## config.mk

```make
export PLATFORM = sky130hd
export DESIGN_NAME = weight_streamer
export DESIGN_NICKNAME = d
export VERILOG_FILES = /design/src/rtl/weight_streamer.sv
export SDC_FILE = /design/constraint.sdc
export NUM_CORES = 1
export LEC_CHECK = 0
export CAP_MARGIN = 20
export CORE_ASPECT_RATIO = 2
export CORE_MARGIN = 5
export CORE_UTILIZATION = 45
export CTS_CLUSTER_SIZE = 25
export DETAILED_ROUTE_END_ITERATION = 10
export PLACE_DENSITY = 0.9
export SLEW_MARGIN = 15
export SYNTH_ARGS = -nofsm -noshare
export SYNTH_HDL_FRONTEND = slang
export SYNTH_SLANG_ARGS = --single-unit
```

## constraint.sdc

```tcl
create_clock -name clk -period 9.5 [get_ports clk]
set_input_delay 0.95 -clock clk [delete_from_list [all_inputs] [get_ports clk]]
set_output_delay 0.95 -clock clk [all_outputs]
set_load 0.01 [all_outputs]
```

## src/rtl/weight_streamer.sv

```systemverilog
// weight_streamer: answers tile get_weights requests with one weight row at a time, walking
// layer-0 rows then layer-1 rows. Optional one-row prefetch buffer: WEIGHT_STREAMER_PREFETCH_EN.
module weight_streamer #(
    parameter int NUM_NEURONS = 128,
    parameter int IMG_SZ      = 784,
    parameter int OUTPUT_SZ   = 10,
    parameter int TOTAL_ROWS  = IMG_SZ + NUM_NEURONS,
    parameter int ADDR_W      = $clog2(TOTAL_ROWS)
) (
    input  logic                   clk,
    input  logic                   rst,
    input  logic                   start,
    input  logic                   get_weights,
    output logic                   mem_rd,
    output logic [ADDR_W-1:0]      mem_addr,
    input  logic [NUM_NEURONS-1:0] mem_rdata,
    output logic [NUM_NEURONS-1:0] weights,
    output logic                   weights_valid,
    output logic                   layer,
    output logic                   last_row,
    output logic                   pass_done,
    output logic                   busy,
    output logic                   req_drop
);

    localparam logic [ADDR_W-1:0]      LAST_ROW_ADDR = ADDR_W'(TOTAL_ROWS - 1);
    localparam logic [ADDR_W-1:0]      L1_BASE       = ADDR_W'(IMG_SZ);
    localparam logic [NUM_NEURONS-1:0] L1_MASK       =
        {{(NUM_NEURONS - OUTPUT_SZ){1'b0}}, {OUTPUT_SZ{1'b1}}};

    typedef enum logic [1:0] {
        S_IDLE  = 2'd0,
        S_READ  = 2'd1,
        S_CAPT  = 2'd2,
        S_DELIV = 2'd3
    } state_t;

    state_t            state;
    state_t            state_nxt;
    logic [ADDR_W-1:0] row_ptr;

    // Layer-1 rows carry only OUTPUT_SZ meaningful bits; the rest are forced to zero.
    function automatic logic [NUM_NEURONS-1:0] mask_row(input logic [NUM_NEURONS-1:0] row,
                                                        input logic                   is_l1);
        return is_l1 ? (row & L1_MASK) : row;
    endfunction

    function automatic logic [ADDR_W-1:0] next_row(input logic [ADDR_W-1:0] r);
        return (r == LAST_ROW_ADDR) ? '0 : r + ADDR_W'(1);
    endfunction

`ifdef WEIGHT_STREAMER_PREFETCH_EN
    logic [NUM_NEURONS-1:0] buf_data;
    logic [ADDR_W-1:0]      buf_row;
    logic                   buf_full;
    logic                   pending;
    logic                   deliver;

    assign deliver = buf_full && (get_weights || pending) && !start;
`endif

    always_ff @(posedge clk or posedge rst) begin
        if (rst) state <= S_IDLE;
        else     state <= state_nxt;
    end

    always_comb begin
        state_nxt = state;
`ifdef WEIGHT_STREAMER_PREFETCH_EN
        // The fetch FSM only fills the buffer; delivery comes straight out of the buffer.
        case (state)
            S_IDLE: begin
                if ((deliver && buf_row != LAST_ROW_ADDR) ||
                    (!buf_full && (pending || get_weights)))
                    state_nxt = S_READ;
            end
            S_READ:  state_nxt = S_CAPT;
            S_CAPT:  state_nxt = S_IDLE;
            default: state_nxt = S_IDLE;
        endcase
        if (start) state_nxt = S_READ;
`else
        case (state)
            S_IDLE:  if (get_weights) state_nxt = S_READ;
            S_READ:  state_nxt = S_CAPT;
            S_CAPT:  state_nxt = S_DELIV;
            S_DELIV: state_nxt = S_IDLE;
            default: state_nxt = S_IDLE;
        endcase
        if (start) state_nxt = get_weights ? S_READ : S_IDLE;
`endif
    end

    always_comb begin
        busy = (state != S_IDLE);
    end

    always_ff @(posedge clk or posedge rst) begin
        if (rst) begin
            mem_rd        <= 1'b0;
            mem_addr      <= '0;
            row_ptr       <= '0;
            weights       <= '0;
            weights_valid <= 1'b0;
            layer         <= 1'b0;
            last_row      <= 1'b0;
            pass_done     <= 1'b0;
            req_drop      <= 1'b0;
`ifdef WEIGHT_STREAMER_PREFETCH_EN
            buf_data      <= '0;
            buf_row       <= '0;
            buf_full      <= 1'b0;
            pending       <= 1'b0;
`endif
        end else begin
            mem_rd    <= (state_nxt == S_READ);
            if (state_nxt == S_READ) mem_addr <= start ? '0 : row_ptr;
            pass_done <= weights_valid && last_row;
`ifdef WEIGHT_STREAMER_PREFETCH_EN
            weights_valid <= deliver;
            req_drop      <= get_weights && pending && !start;
            if (start) begin
                row_ptr  <= '0;
                buf_full <= 1'b0;
                pending  <= get_weights;
            end else begin
                if (state == S_CAPT) begin
                    buf_data <= mask_row(mem_rdata, row_ptr >= L1_BASE);
                    buf_row  <= row_ptr;
                    buf_full <= 1'b1;
                    row_ptr  <= next_row(row_ptr);
                end
                if (deliver) begin
                    weights  <= buf_data;
                    layer    <= (buf_row >= L1_BASE);
                    last_row <= (buf_row == LAST_ROW_ADDR);
                    buf_full <= 1'b0;
                    pending  <= 1'b0;
                end else if (get_weights) begin
                    pending  <= 1'b1;
                end
            end
`else
            weights_valid <= 1'b0;
            req_drop      <= get_weights && busy && !start;
            if (start) begin
                row_ptr <= '0;
            end else begin
                if (state == S_CAPT) begin
                    weights       <= mask_row(mem_rdata, row_ptr >= L1_BASE);
                    layer         <= (row_ptr >= L1_BASE);
                    last_row      <= (row_ptr == LAST_ROW_ADDR);
                    weights_valid <= 1'b1;
                end
                if (state == S_DELIV) row_ptr <= next_row(row_ptr);
            end
`endif
        end
    end

endmodule

```

Yosys cells after proc, flatten, opt, wreduce, memory -nomap -nowiden

Cells that the tools add are included.

Logic and storage cells: 37
Bits in registers: 156
Output and inout bits: 145
Bits of input ports: 132

Order comparisons: 1
Reduce and logical (&&, ||, !) cells: 8
Equal/unequal tests: 5
Bitwise logic cells: 1
Muxes and demuxes: 11
$add $sub $neg: 1

Operators by type and width:

| operator                | number |
|---|---|
| $mux W128               | 1 |
| $mux W10                | 4 |
| $add A10 B1 Y10 const B | 1 |
| $eq A10 B10 Y1 const B  | 1 |
| $ge A10 B10 Y1 const B  | 1 |
| $pmux W2 S4             | 1 |
| $eq A2 B1 Y1 const B    | 2 |
| $eq A2 B2 Y1 const B    | 2 |
| $mux W2                 | 2 |
| $reduce_bool A2 Y1      | 2 |
| $logic_and A1 B1 Y1     | 3 |
| $mux W1                 | 3 |
| $logic_not A2 Y1        | 1 |
| $reduce_and A2 Y1       | 1 |
| $logic_not A1 Y1        | 1 |
| $not A1 Y1              | 1 |

Logic depth before layout (Yosys ltp)

Gate-level depths: netlist (run 1).

Depth in word-level cells: 4
Mapped depth: 8
Depth with buffers taken out: 6

Worst setup path after synthesis (run 1)

OpenSTA, ideal clock, no wires.

Path type: input-to-reg
Start: in start
End: reg mem_addr[0]
Slack: 7486 ps
Setup time: 125 ps
Data required time: 9375 ps
Stages: 5
Path buffers: 2
Arrival: 1890 ps
Path through: buf_2 > a21oi_1 > nor3_1 > buf_4 > mux2_2

Longest elaborated chain between the ends: 2
Elaborated cells on any way between the ends: 3
Those cells by class: 1 x eq/ne; 2 x mux

RTL lines:

| what                   | line | source |
|---|---|---|
| start: declaration     | 12   | `input logic start,` |
| $mux W2                | 90   | `if (start) state_nxt = get_weights ? S_READ : S_IDLE;` |
| via state_nxt[1]       | 39   | `state_t state_nxt;` |
| $eq A2 B1 Y1           | 117  | `if (state_nxt == S_READ) mem_addr <= start ? '0 : row_ptr;` |
| end signal: assignment | 117  |  |
| end: declaration       | 15   | `output logic [ADDR_W-1:0] mem_addr,` |

The timed path passes the listed nets, and every way through them passes these cells.
A chain may end at the register's enable or synchronous reset.

Worst setup path after layout (run 1)

Start: in start
End: reg weights[91]

Longest elaborated chain between the ends: 2

RTL lines:

| what                        | line | source |
|---|---|---|
| $not A1 Y1 (no line)        | -    |  |
| $reduce_and A2 Y1 (no line) | -    |  |
| end signal: assignment      | 150  | `weights <= mask_row(mem_rdata, row_ptr >= L1_BASE);` |
| end: declaration            | 17   | `output logic [NUM_NEURONS-1:0] weights,` |

Every way passes these cells.

==> summary.txt, run 1 <==
Routing
  • DR WL/cell: 22.41 microns
  • DRT Pass-1 Iters: 4
  • Remaining DRCs: 0
  • WL final: 19.30 mm
  • Starting DRT DRC Count: 240
  • Vias per cell: 5.556
  • Post-route ant nets: 0
  • Vias after detailed routing: 4784

CTS
  • CTS-repair resized insts: 0
  • Clock-pin slew on the worst setup and hold paths: 0.06 ns
  • Clock sinks: 156
  • Clk buf depth: 2
  • CTS tree: done
  • Clock root buffer: clkbuf_16
  • Clock buffer count from CTS: 17
  • CTS Hold Bufs: 0
  • Clock latency at the later pin of the worst-skew pair: 0.41 ns
  • Post-CTS Setup Bufs: 0
  • H-tree depth: 4

Synth
  • Adder-Cell Fraction of Synth Area: 1.031%
  • Mapped Avg Cell Area: 14.21 sq um
  • Main area contributors after synthesis: dfrtp_1, a22o_2, a22o_1
  • Sequential cell area fraction in the yosys report: 64.34%
  • Synth unique cells: 32
  • YS warnings: 0
  • #FFs+latches synth: 156
  • Post-Synth Simple-Gate Area: 5.919%
  • Compound-Gate Fraction of Synth Area: 19.92%
  • XOR/XNOR Fraction of Synth Area: 1.011%
  • Post-Syn Nets: 564
  • Post-Synthesis Cells: 427
  • Yosys top cell area share: 64.34%
  • Mux cell area share after synthesis: 1.856%
  • Largest area contributor in the netlist: dfrtp_1
  • Mapped cell area: 6067 sq um
  • Largest family of logic cells by synthesized area: compound AO/OA/AOI/OAI gates

Floorplan
  • Placeable Area: 13360 sq um
  • Die width: 92.11 microns
  • Die height: 174.2 microns
  • Die area: 16050 sq um
  • Top Ports: 277
  • Row count: 60
  • Starting density of the core: 45.40%

Placed design
  • Gpl congestion: 0.9009
  • Dpl ws: 5.336 ns
  • Dpl hpwl: 14.23 mm
  • I/O Buffers: 276

Global routing
  • GRT Residual Overflow: 0
  • Vias in the first global route: 5241
  • Initial antenna violation count: 0
  • First-pass GRT wire length: 30.13 mm
  • GRT Total Usage: 24.32%
  • Largest net degree at the start of global routing: 108

Power and ir drop
  • Sw frac: 29.53%
  • Int Pwr: 0.002138 W
  • VDD IR-drop max: 162.1 uV
  • P_leak: 4.145 nW
  • Clock power share: 24.0%
  • Sequential fraction of design power: 36.6%
  • Net switching power: 0.0008960 W
  • PwrDens: 323.5 nW/um^2
  • Comb pwr share: 39.3%

STA
  • Slew @ Worst Pin: 1.130 ns
  • Final setup viols: 0
  • Setup WS post-layout: 5.680 ns
  • Final Cycle Share: 40.21%
  • Rel. slew slack: 24.66%
  • RSZ-0062 raised after global routing: no
  • Worst Clk Skew: 0.01220 ns
  • F_max: 0.2618 GHz
  • Fin. max-slew vios: 0
  • Final TNS setup: 0 ns
  • Final min period: 3.820 ns
  • Final count of hold timing violations: 0

Worst setup path
  • Worst r2r dst: weights[91]
  • Reg2reg path depth: 6
  • Critical Path AT: 4.15 ns
  • CP Capture Type: flop
  • Worst reg-to-reg setup slack: 6.68 ns
  • Top fanout value on the critical path: 107
  • Critical path class: input pin to flop
  • RR Startpoint: state[0]
  • CP required: 9.83 ns
  • Startpoint Class: input pin

Worst hold path
  • Worst hold path type: flop to flop
  • Hold endpoint: weights[0]
  • Hold path start: weights[0]
  • Hold depth: 2

Layout
  • P&R area growth vs syn: 54.59%
  • Ant. Diodes: 0
  • # nets final: 831
  • Share of layout cells above drive strength 1: 15.72%

Run
  • Max Cap Violations: 0

Outcome
  • Status: finished clean
-- routing by layer --
layer	global-route usage [%]	wire [microns]	vias to the layer above
met2	41.85	10320	224
li1	-	-	2092
met3	6.929	1189	60
met5	0	0	-
met1	26.33	6663	2408
met4	13.96	1124	0
-- worst max-delay path, stage by stage --
cell	delay, ns
clkdlybuf4s50_1	0.76
inv_1	0.34
nand2_4	0.32
a31oi_4	0.48
buf_4	0.88
a22o_2	0.28
-- power by group through the flow --
stage          combinational [W]  clock (W)  sequential (W)
2_1_floorplan           0.000362          0         0.00122
3_3_place_gp             0.00117          0         0.00110
3_5_place_dp             0.00120          0         0.00112
4_1_cts                  0.00121   0.000744         0.00111
5_1_grt                  0.00125   0.000778         0.00114
6_report                 0.00119   0.000729         0.00111
-- state kept, by name, indices dropped and copies added, names as in the netlist --
register / flops
last_row: 1
layer: 1
mem_addr: 10
mem_rd: 1
pass_done: 1
req_drop: 1
row_ptr: 10
state: 2
weights: 128
weights_valid: 1
-- worst max-delay path by stage --
stage	from	to	slack [ns]
global placement	start	weights[95]	5.49
finish	start	weights[91]	5.68
CTS	start	weights[84]	5.77
detailed placement	start	weights[102]	5.34
global route	start	weights[75]	5.46
floorplan	rst	last_row	4.34
-- layout make-up --
| type | count | area (sq um) |
|---|---|---|
| fill | 897 | 3984 |
| multi-input combinational | 230 | 1812 |
| inverter | 9 | 38.79 |
| timing repair buffer | 280 | 2793 |
| clock buffer | 19 | 452.9 |
| clock inverter | 12 | 185.2 |
| sequential | 156 | 3904 |
| tap | 155 | 193.9 |
-- kinds of logic (layout without fill, tap and decap cells) --
| family | after synthesis | in the layout |
|---|---|---|
| adders and majority gates | 5 | 5 |
| DFF | 156 | 156 |
| and+or+nand+nor | 77 | 77 |
| buffers and inverters | 41 | 320 |
| xor gates and xnor gates | 7 | 7 |
| AOI/OAI and AO/OA | 131 | 131 |
| muxes | 10 | 10 |
-- synthesized netlist by cell type --
master,instances
nand3_1,4
inv_1,9
ha_1,5
buf_2,6
a31oi_4,1
nand2_1,37
buf_4,1
and3_1,3
o211ai_1,2
nor3_2,1
o21ai_0,3
a22o_2,61
a22o_1,57
or3b_1,1
mux2_2,10
dfrtp_1,156
xor2_1,7
o2111ai_1,1
nand4_1,2
o211a_1,1
a21oi_1,4
nor2b_1,8
buf_6,2
and2_1,1
buf_12,11
o21ai_2,1
clkbuf_1,12
nor2_1,13
and4_1,1
nand2b_1,3
nor3_1,2
nand3b_1,1
-- cell usage in the layout (no fill, tap or decap), drive strengths merged --
| master | count |
|---|---|
| a21oi | 4 |
| xor2 | 7 |
| clkinvlp | 3 |
| nor2 | 13 |
| o2111ai | 1 |
| a22o | 118 |
| nand2b | 3 |
| mux2 | 10 |
| nand3b | 1 |
| and4 | 1 |
| inv | 12 |
| clkbuf | 19 |
| bufinv | 4 |
| nand4 | 2 |
| clkinv | 2 |
| nand3 | 4 |
| buf | 4 |
| nand2 | 37 |
| nor3 | 3 |
| and3 | 3 |
| o211a | 1 |
| or3b | 1 |
| clkdlybuf4s50 | 276 |
| dfrtp | 156 |
| o211ai | 2 |
| and2 | 1 |
| nor2b | 8 |
| o21ai | 4 |
| a31oi | 1 |
| ha | 5 |
-- metrics by stage --
stage / hold WS [ns] / instance area [sq um] / instances / utilization (%) / total power (W)
global placement: 0.4610 / 8741 / 830 / 65.41 / 0.002266
global route: 0.4991 / 9379 / 861 / 70.19 / 0.003173
CTS: 0.4910 / 9379 / 861 / 70.19 / 0.003062
floorplan: 0.5114 / 6067 / 427 / - / 0.001582
finish: 0.4860 / 9379 / 861 / 70.19 / 0.003034
detailed placement: 0.4664 / 8741 / 830 / 65.41 / 0.002318
(Power assumes the default switching activity.)
==> run 2, diff against run 1 <==
--- a/config.mk
+++ b/config.mk
@@ -8,10 +8,10 @@
 export CAP_MARGIN = 20
 export CORE_ASPECT_RATIO = 2
 export CORE_MARGIN = 5
-export CORE_UTILIZATION = 45
+export CORE_UTILIZATION = 42
 export CTS_CLUSTER_SIZE = 25
 export DETAILED_ROUTE_END_ITERATION = 10
-export PLACE_DENSITY = 0.9
+export PLACE_DENSITY = 0.85
 export SLEW_MARGIN = 15
 export SYNTH_ARGS = -nofsm -noshare
 export SYNTH_HDL_FRONTEND = slang
==> constraint.sdc (replaced) <==
create_clock -name clk -period 3.98 [get_ports clk]
set_input_delay 0.398 -clock clk [delete_from_list [all_inputs] [get_ports clk]]
set_output_delay 0.398 -clock clk [all_outputs]
set_load 0.01 [all_outputs]
==> run 2 against run 1 <==
  * Utilization down 4.3 points
  * Via count down 1.1%
  * Flip-flop and latch count stayed put
  * Sequential share of layout area down 0.10 points
  * Clock skew is 0.00051 ns lower
  * Global-route usage fell by 2.1 points
  * Largest cell class unchanged
==> summary.txt, run 2 (synthesized netlist as in run 1, its figures left out) <==
CTS
  • CTS Hold Bufs: 0 (unchanged)
  • Clock latency at the later pin of the worst-skew pair: 0.40 ns (was 0.41 ns)
  • Post-CTS Setup Bufs: 0 (unchanged)
  • CTS-repair resized insts: 0 (unchanged)
  • Clock root buffer: clkbuf_16 (unchanged)
  • CTS tree: done (unchanged)
  • Clock sinks: 156 (unchanged)
  • H-tree depth: 4 (unchanged)
  • Clk buf depth: 2 (unchanged)
  • Clock buffer count from CTS: 17 (unchanged)
  • Clock-pin slew on the worst setup and hold paths: 0.07 ns (was 0.06 ns)

Floorplan
  • Die height: 180.0 microns (was 174.2 microns)
  • Starting density of the core: 42.51% (was 45.40%)
  • Row count: 62 (was 60)
  • Die area: 17090 sq um (was 16050 sq um)
  • Placeable Area: 14270 sq um (was 13360 sq um)
  • Die width: 94.99 microns (was 92.11 microns)
  • Top Ports: 277 (unchanged)

Global routing
  • Initial antenna violation count: 0 (unchanged)
  • Largest net degree at the start of global routing: 157 (was 108)
  • Vias in the first global route: 5118 (was 5241)
  • GRT Residual Overflow: 0 (unchanged)
  • First-pass GRT wire length: 29.06 mm (was 30.13 mm)
  • GRT Total Usage: 22.25% (was 24.32%)

Routing
  • Post-route ant nets: 0 (unchanged)
  • Remaining DRCs: 0 (unchanged)
  • DR WL/cell: 21.03 microns (was 22.41 microns)
  • DRT Pass-1 Iters: 4 (unchanged)
  • Wl on met1: 6.493 mm (was 6.663 mm)
  • Max layer used: met4 (unchanged)
  • Vias per cell: 5.243 (was 5.556)
  • Met3 wire len: 1.327 mm (was 1.189 mm)
  • Vias after detailed routing: 4729 (was 4784)
  • Met2 wire length: 10.21 mm (was 10.32 mm)
  • Starting DRT DRC Count: 180 (was 240)
  • WL final: 18.97 mm (was 19.30 mm)

STA
  • Final count of hold timing violations: 0 (unchanged)
  • Worst Clk Skew: 0.01168 ns (was 0.01220 ns)
  • Final min period: 2.137 ns
  • Fin. max-slew vios: 0 (unchanged)
  • F_max: 0.4679 GHz
  • Slew @ Worst Pin: 0.8214 ns (was 1.130 ns)
  • Final setup viols: 0 (unchanged)
  • Rel. slew slack: 45.24% (was 24.66%)
  • Final TNS setup: 0 ns (unchanged)
  • RSZ-0062 raised after global routing: no (unchanged)
  • Final Cycle Share: 53.69%

Layout
  • Ant. Diodes: 0 (unchanged)
  • Regs by FF count: weights x128, mem_addr x10, row_ptr x10 (unchanged)
  • # nets final: 834 (was 831)
  • Multi-input logic area: 1812 sq um (unchanged)
  • Most common cell after layout, fill and taps aside: clkdlybuf4s50_1 (unchanged)
  • Register area: 3904 sq um (unchanged)
  • Share of layout cells above drive strength 1: 16.20% (was 15.72%)
  • P&R area growth vs syn: 54.96% (was 54.59%)
  • Biggest register: weights (unchanged)
  • Largest register FFs: 128 (unchanged)
  • Non-filler instance count after layout: 902 (was 861)
  • Most frequent cells in the layout: clkdlybuf4s50_1, dfrtp_1, a22o_2, a22o_1, nand2_1 (unchanged)
  • FILL cells: 1052 (was 897)

Power and ir drop
  • Sw frac: 30.88% (was 29.53%)
  • PwrDens: 747.8 nW/um^2 (was 323.5 nW/um^2)
  • Clock power share: 21.9% (was 24.0%)
  • P_leak: 4.133 nW (was 4.145 nW)
  • Int Pwr: 0.004860 W (was 0.002138 W)
  • Net switching power: 0.002171 W (was 0.0008960 W)
  • VDD IR-drop max: 339.8 uV (was 162.1 uV)
  • Comb pwr share: 40.5% (was 39.3%)
  • Sequential fraction of design power: 37.6% (was 36.6%)

Placed design
  • # placed instances: 870 (was 830)
  • Gpl congestion: 0.7627 (was 0.9009)
  • Dpl hpwl: 13.90 mm (was 14.23 mm)
  • I/O Buffers: 276 (unchanged)

Outcome
  • Status: finished clean (unchanged)

Worst setup path
  • Top fanout value on the critical path: 5 (was 107)
  • Startpoint Class: flop (was input pin)
  • Critical Path AT: 1.74 ns (was 4.15 ns)
  • CP required: 3.58 ns (was 9.83 ns)
  • Critical path class: flop to output pin (was input pin to flop)
  • Worst reg-to-reg setup slack: 1.92 ns (was 6.68 ns)
  • CP Capture Type: output pin (was flop)

Worst hold path
  • Worst hold path type: flop to flop (unchanged)

Run
  • Max Cap Violations: 0 (unchanged)
[run 2: area by class of cell]
type                    instances  area share [%]
well taps                     192           2.555
flip-flops and latches        156           41.52
inverters                       9          0.3993
multi-input cells             230           19.27
repair buffers                283           30.21
clock buffers                  18           4.671
clock inverters                14           1.371
[run 2: worst paths after layout]
kind / to / cells after the start / startpoint
min in group asynchronous: weights[72] / 3 / rst
max in group asynchronous: weights[105] / 3 / rst
min reg2reg: weights[2] / 2 / weights[2]
min: weights[2] / 2 / weights[2]
max: busy / 4 / state[1]
max reg2reg: weights[94] / 6 / state[0]
[run 2: critical path: stages, from the launching register on]
cell	delay, ns
dfrtp_1	0.40
inv_1	0.06
ha_1	0.23
inv_1	0.09
clkdlybuf4s50_1	0.55
[run 2: metrics by stage]
stage / utilization, % / setup WS, ns / instance area, sq um / power (W) / hold WS (ns)
final: 65.87 / 1.843 / 9402 / 0.007031 / 0.4872
after global routing: 65.87 / 1.735 / 9402 / 0.007363 / 0.5013
after CTS: 65.87 / 1.833 / 9402 / 0.007103 / 0.4854
after detailed placement: 61.89 / 1.410 / 8833 / 0.005528 / 0.4687
after global placement: 61.89 / 1.510 / 8833 / 0.005405 / 0.4603
after floorplan: - / 1.609 / 6071 / 0.003776 / 0.5034
[run 2: routing by layer]
metal / up-vias / track usage, %
met2: 232 / 38.46
met3: 52 / 5.690
li1: 2094 / -
met5: - / 0
met1: 2351 / 24.26
met4: 0 / 11.97
[run 2: power by group through the flow]
stage,registers [W],clock network [W],logic (W)
floorplan,0.00291,0,0.000863
global placement,0.00262,0,0.00278
detailed placement,0.00266,0,0.00286
CTS,0.00265,0.00158,0.00288
global route,0.00272,0.00165,0.00299
finish,0.00265,0.00154,0.00285
==> run 3, diff against run 2 <==
==> constraint.sdc (replaced) <==
create_clock -name clk -period 1.97 [get_ports clk]
set_input_delay 0.197 -clock clk [delete_from_list [all_inputs] [get_ports clk]]
set_output_delay 0.197 -clock clk [all_outputs]
set_load 0.01 [all_outputs]
==> run 3 against run 2 <==
  * Wire length grew 2.6%
  * Global-route usage grew 0.83 points
  * Utilization grew 0.93 points
  * Highest routed layer unchanged
==> summary.txt, run 3 (synthesized netlist as in run 1, its figures left out) <==
Run
  • Max Cap Violations: 0 (unchanged)

Worst setup path
  • Top fanout value on the critical path: 11 (was 5)
  • Worst reg-to-reg setup slack: 0.21 ns (was 1.92 ns)
  • CP required: 2.26 ns (was 3.58 ns)
  • CP Capture Type: flop (was output pin)
  • Reg2reg path depth: 7 (was 6)
  • Startpoint Class: flop (unchanged)
  • Critical Path AT: 2.06 ns (was 1.74 ns)
  • Critical path class: flop to flop (was flop to output pin)

Placed design
  • Dpl hpwl: 14.34 mm (was 13.90 mm)
  • Dpl ws: 0.1118 ns (was 1.410 ns)
  • I/O Buffers: 276 (unchanged)
  • Gpl congestion: 0.8369 (was 0.7627)
  • # placed instances: 875 (was 870)

Power and ir drop
  • VDD IR-drop max: 856.7 uV (was 339.8 uV)
  • PwrDens: 1530 nW/um^2 (was 747.8 nW/um^2)
  • Sequential fraction of design power: 36.7% (was 37.6%)
  • Clock power share: 23.3% (was 21.9%)
  • P_leak: 4.194 nW (was 4.133 nW)
  • Comb pwr share: 40.0% (was 40.5%)
  • Sw frac: 29.50% (was 30.88%)
  • Int Pwr: 0.01028 W (was 0.004860 W)
  • Net switching power: 0.004301 W (was 0.002171 W)

STA
  • Slew @ Worst Pin: 0.5190 ns (was 0.8214 ns)
  • Final count of hold timing violations: 0 (unchanged)
  • Final Cycle Share: 89.48%
  • Fin. max-slew vios: 0 (unchanged)
  • RSZ-0062 raised after global routing: no (unchanged)
  • Final min period: 1.763 ns
  • Final setup viols: 0 (unchanged)
  • F_max: 0.5673 GHz
  • Worst Clk Skew: 0.009726 ns (was 0.01168 ns)
  • Setup WS post-layout: 0.2072 ns (was 1.843 ns)
  • Rel. slew slack: 65.40% (was 45.24%)

Routing
  • Post-route ant nets: 0 (unchanged)
  • WL final: 19.46 mm (was 18.97 mm)
  • DR WL/cell: 21.44 microns (was 21.03 microns)
  • Starting DRT DRC Count: 172 (was 180)
  • Vias per cell: 5.249 (was 5.243)
  • Remaining DRCs: 0 (unchanged)
  • Vias after detailed routing: 4766 (was 4729)
  • DRT Pass-1 Iters: 4 (unchanged)

CTS
  • Clock-pin slew on the worst setup and hold paths: 0.06 ns (was 0.07 ns)
  • Clock buffer count from CTS: 17 (unchanged)
  • Clock root buffer: clkbuf_16 (unchanged)
  • CTS tree: done (unchanged)
  • H-tree depth: 4 (unchanged)
  • Clk buf depth: 2 (unchanged)
  • Clock sinks: 156 (unchanged)
  • Clock latency at the later pin of the worst-skew pair: 0.41 ns (was 0.40 ns)

Layout
  • FILL cells: 1047 (was 1052)
  • Largest register FFs: 128 (unchanged)
  • Ant. Diodes: 0 (unchanged)
  • Share of layout cells above drive strength 1: 16.34% (was 16.20%)
  • Regs by FF count: weights x128, mem_addr x10, row_ptr x10 (unchanged)
  • Non-filler instance count after layout: 908 (was 902)
  • Most common cell after layout, fill and taps aside: clkdlybuf4s50_1 (unchanged)
  • # nets final: 841 (was 834)
  • Biggest register: weights (unchanged)
  • Most frequent cells in the layout: clkdlybuf4s50_1, dfrtp_1, a22o_2, a22o_1, nand2_1 (unchanged)
  • P&R area growth vs syn: 57.15% (was 54.96%)

Floorplan
  • Top Ports: 277 (unchanged)
  • Placeable Area: 14270 sq um (unchanged)
  • Die width: 94.99 microns (unchanged)
  • Row count: 62 (unchanged)
  • Die height: 180.0 microns (unchanged)
  • Starting density of the core: 42.51% (unchanged)
  • Die area: 17090 sq um (unchanged)

Worst hold path
  • Worst hold path type: input pin to async pin (was flop to flop)

Global routing
  • Initial antenna violation count: 0 (unchanged)
  • First-pass GRT wire length: 29.68 mm (was 29.06 mm)
  • GRT Total Usage: 23.08% (was 22.25%)
  • GRT Residual Overflow: 0 (unchanged)
  • Largest net degree at the start of global routing: 70 (was 157)
  • Vias in the first global route: 5229 (was 5118)

Outcome
  • Status: finished clean (unchanged)
-- run 3: metrics by stage --
stage / hold slack [ns] / setup TNS [ns] / area, sq um / utilization [%] / total power (W)
detailed placement: 0.4708 / 0 / 8909 / 62.41 / 0.01121
floorplan: 0.3024 / -31.18 / 6071 / - / 0.007629
CTS: 0.2597 / 0 / 9517 / 66.67 / 0.01472
finish: 0.2618 / 0 / 9534 / 66.80 / 0.01458
global route: 0.2790 / 0 / 9534 / 66.80 / 0.01526
global placement: 0.4614 / 0 / 8909 / 62.41 / 0.01098
-- run 3: critical path: stages, from the launching register on --
cell and delay, ns:
dfrtp_1 0.37, inv_1 0.07, ha_1 0.24, nand2b_1 0.11, a21oi_1 0.09, nor3_1 0.19
buf_4 0.22, mux2_2 0.36
-- run 3: timing repair --
item / in CTS / in global routing
gates resized for setup: 0 / 1
buffers inserted: 0 / 2
hold endpoints to repair: 0 / 0
setup endpoints to repair: 0 / 1
hold buffers: 0 / 0
-- run 3: layout make-up --
| type | count | area (sq um) | share of cell area, % |
|---|---|---|---|
| multi-input combinational | 230 | 1812 | 19.00 |
| tap | 192 | 240.2 | 2.520 |
| clock buffer | 21 | 440.4 | 4.619 |
| inverter | 9 | 37.54 | 0.3937 |
| timing repair buffer | 290 | 2933 | 30.76 |
| clock inverter | 10 | 167.7 | 1.759 |
| sequential | 156 | 3904 | 40.94 |
-- run 3: per-layer routing --
layer | share of wire (%) | GRT usage [%] | wire (microns)
met1 | 34 | 23.85 | 6669
met2 | 54 | 40.84 | 10610
met3 | 6.4 | 6.360 | 1252
met4 | 4.8 | 12.61 | 934
met5 | 0 | 0 | 0
-- run 3: path summary, 6_finish.rpt --
path                              start      endpoint
max in group asynchronous           rst  weights[117]
max reg2reg                    state[0]   mem_addr[6]
min in group clk           mem_rdata[0]    weights[0]
min reg2reg                  weights[1]    weights[1]
max                            state[0]   mem_addr[6]
min                                 rst         layer
-- run 3: power by group through the flow --
stage,Clock [W],Combinational (W),Sequential (W)
after floorplan,0,0.00174,0.00588
after global placement,0,0.00569,0.00528
after detailed placement,0,0.00583,0.00538
after CTS,0.00348,0.00588,0.00536
after global routing,0.00362,0.00613,0.00551
final,0.00340,0.00583,0.00535
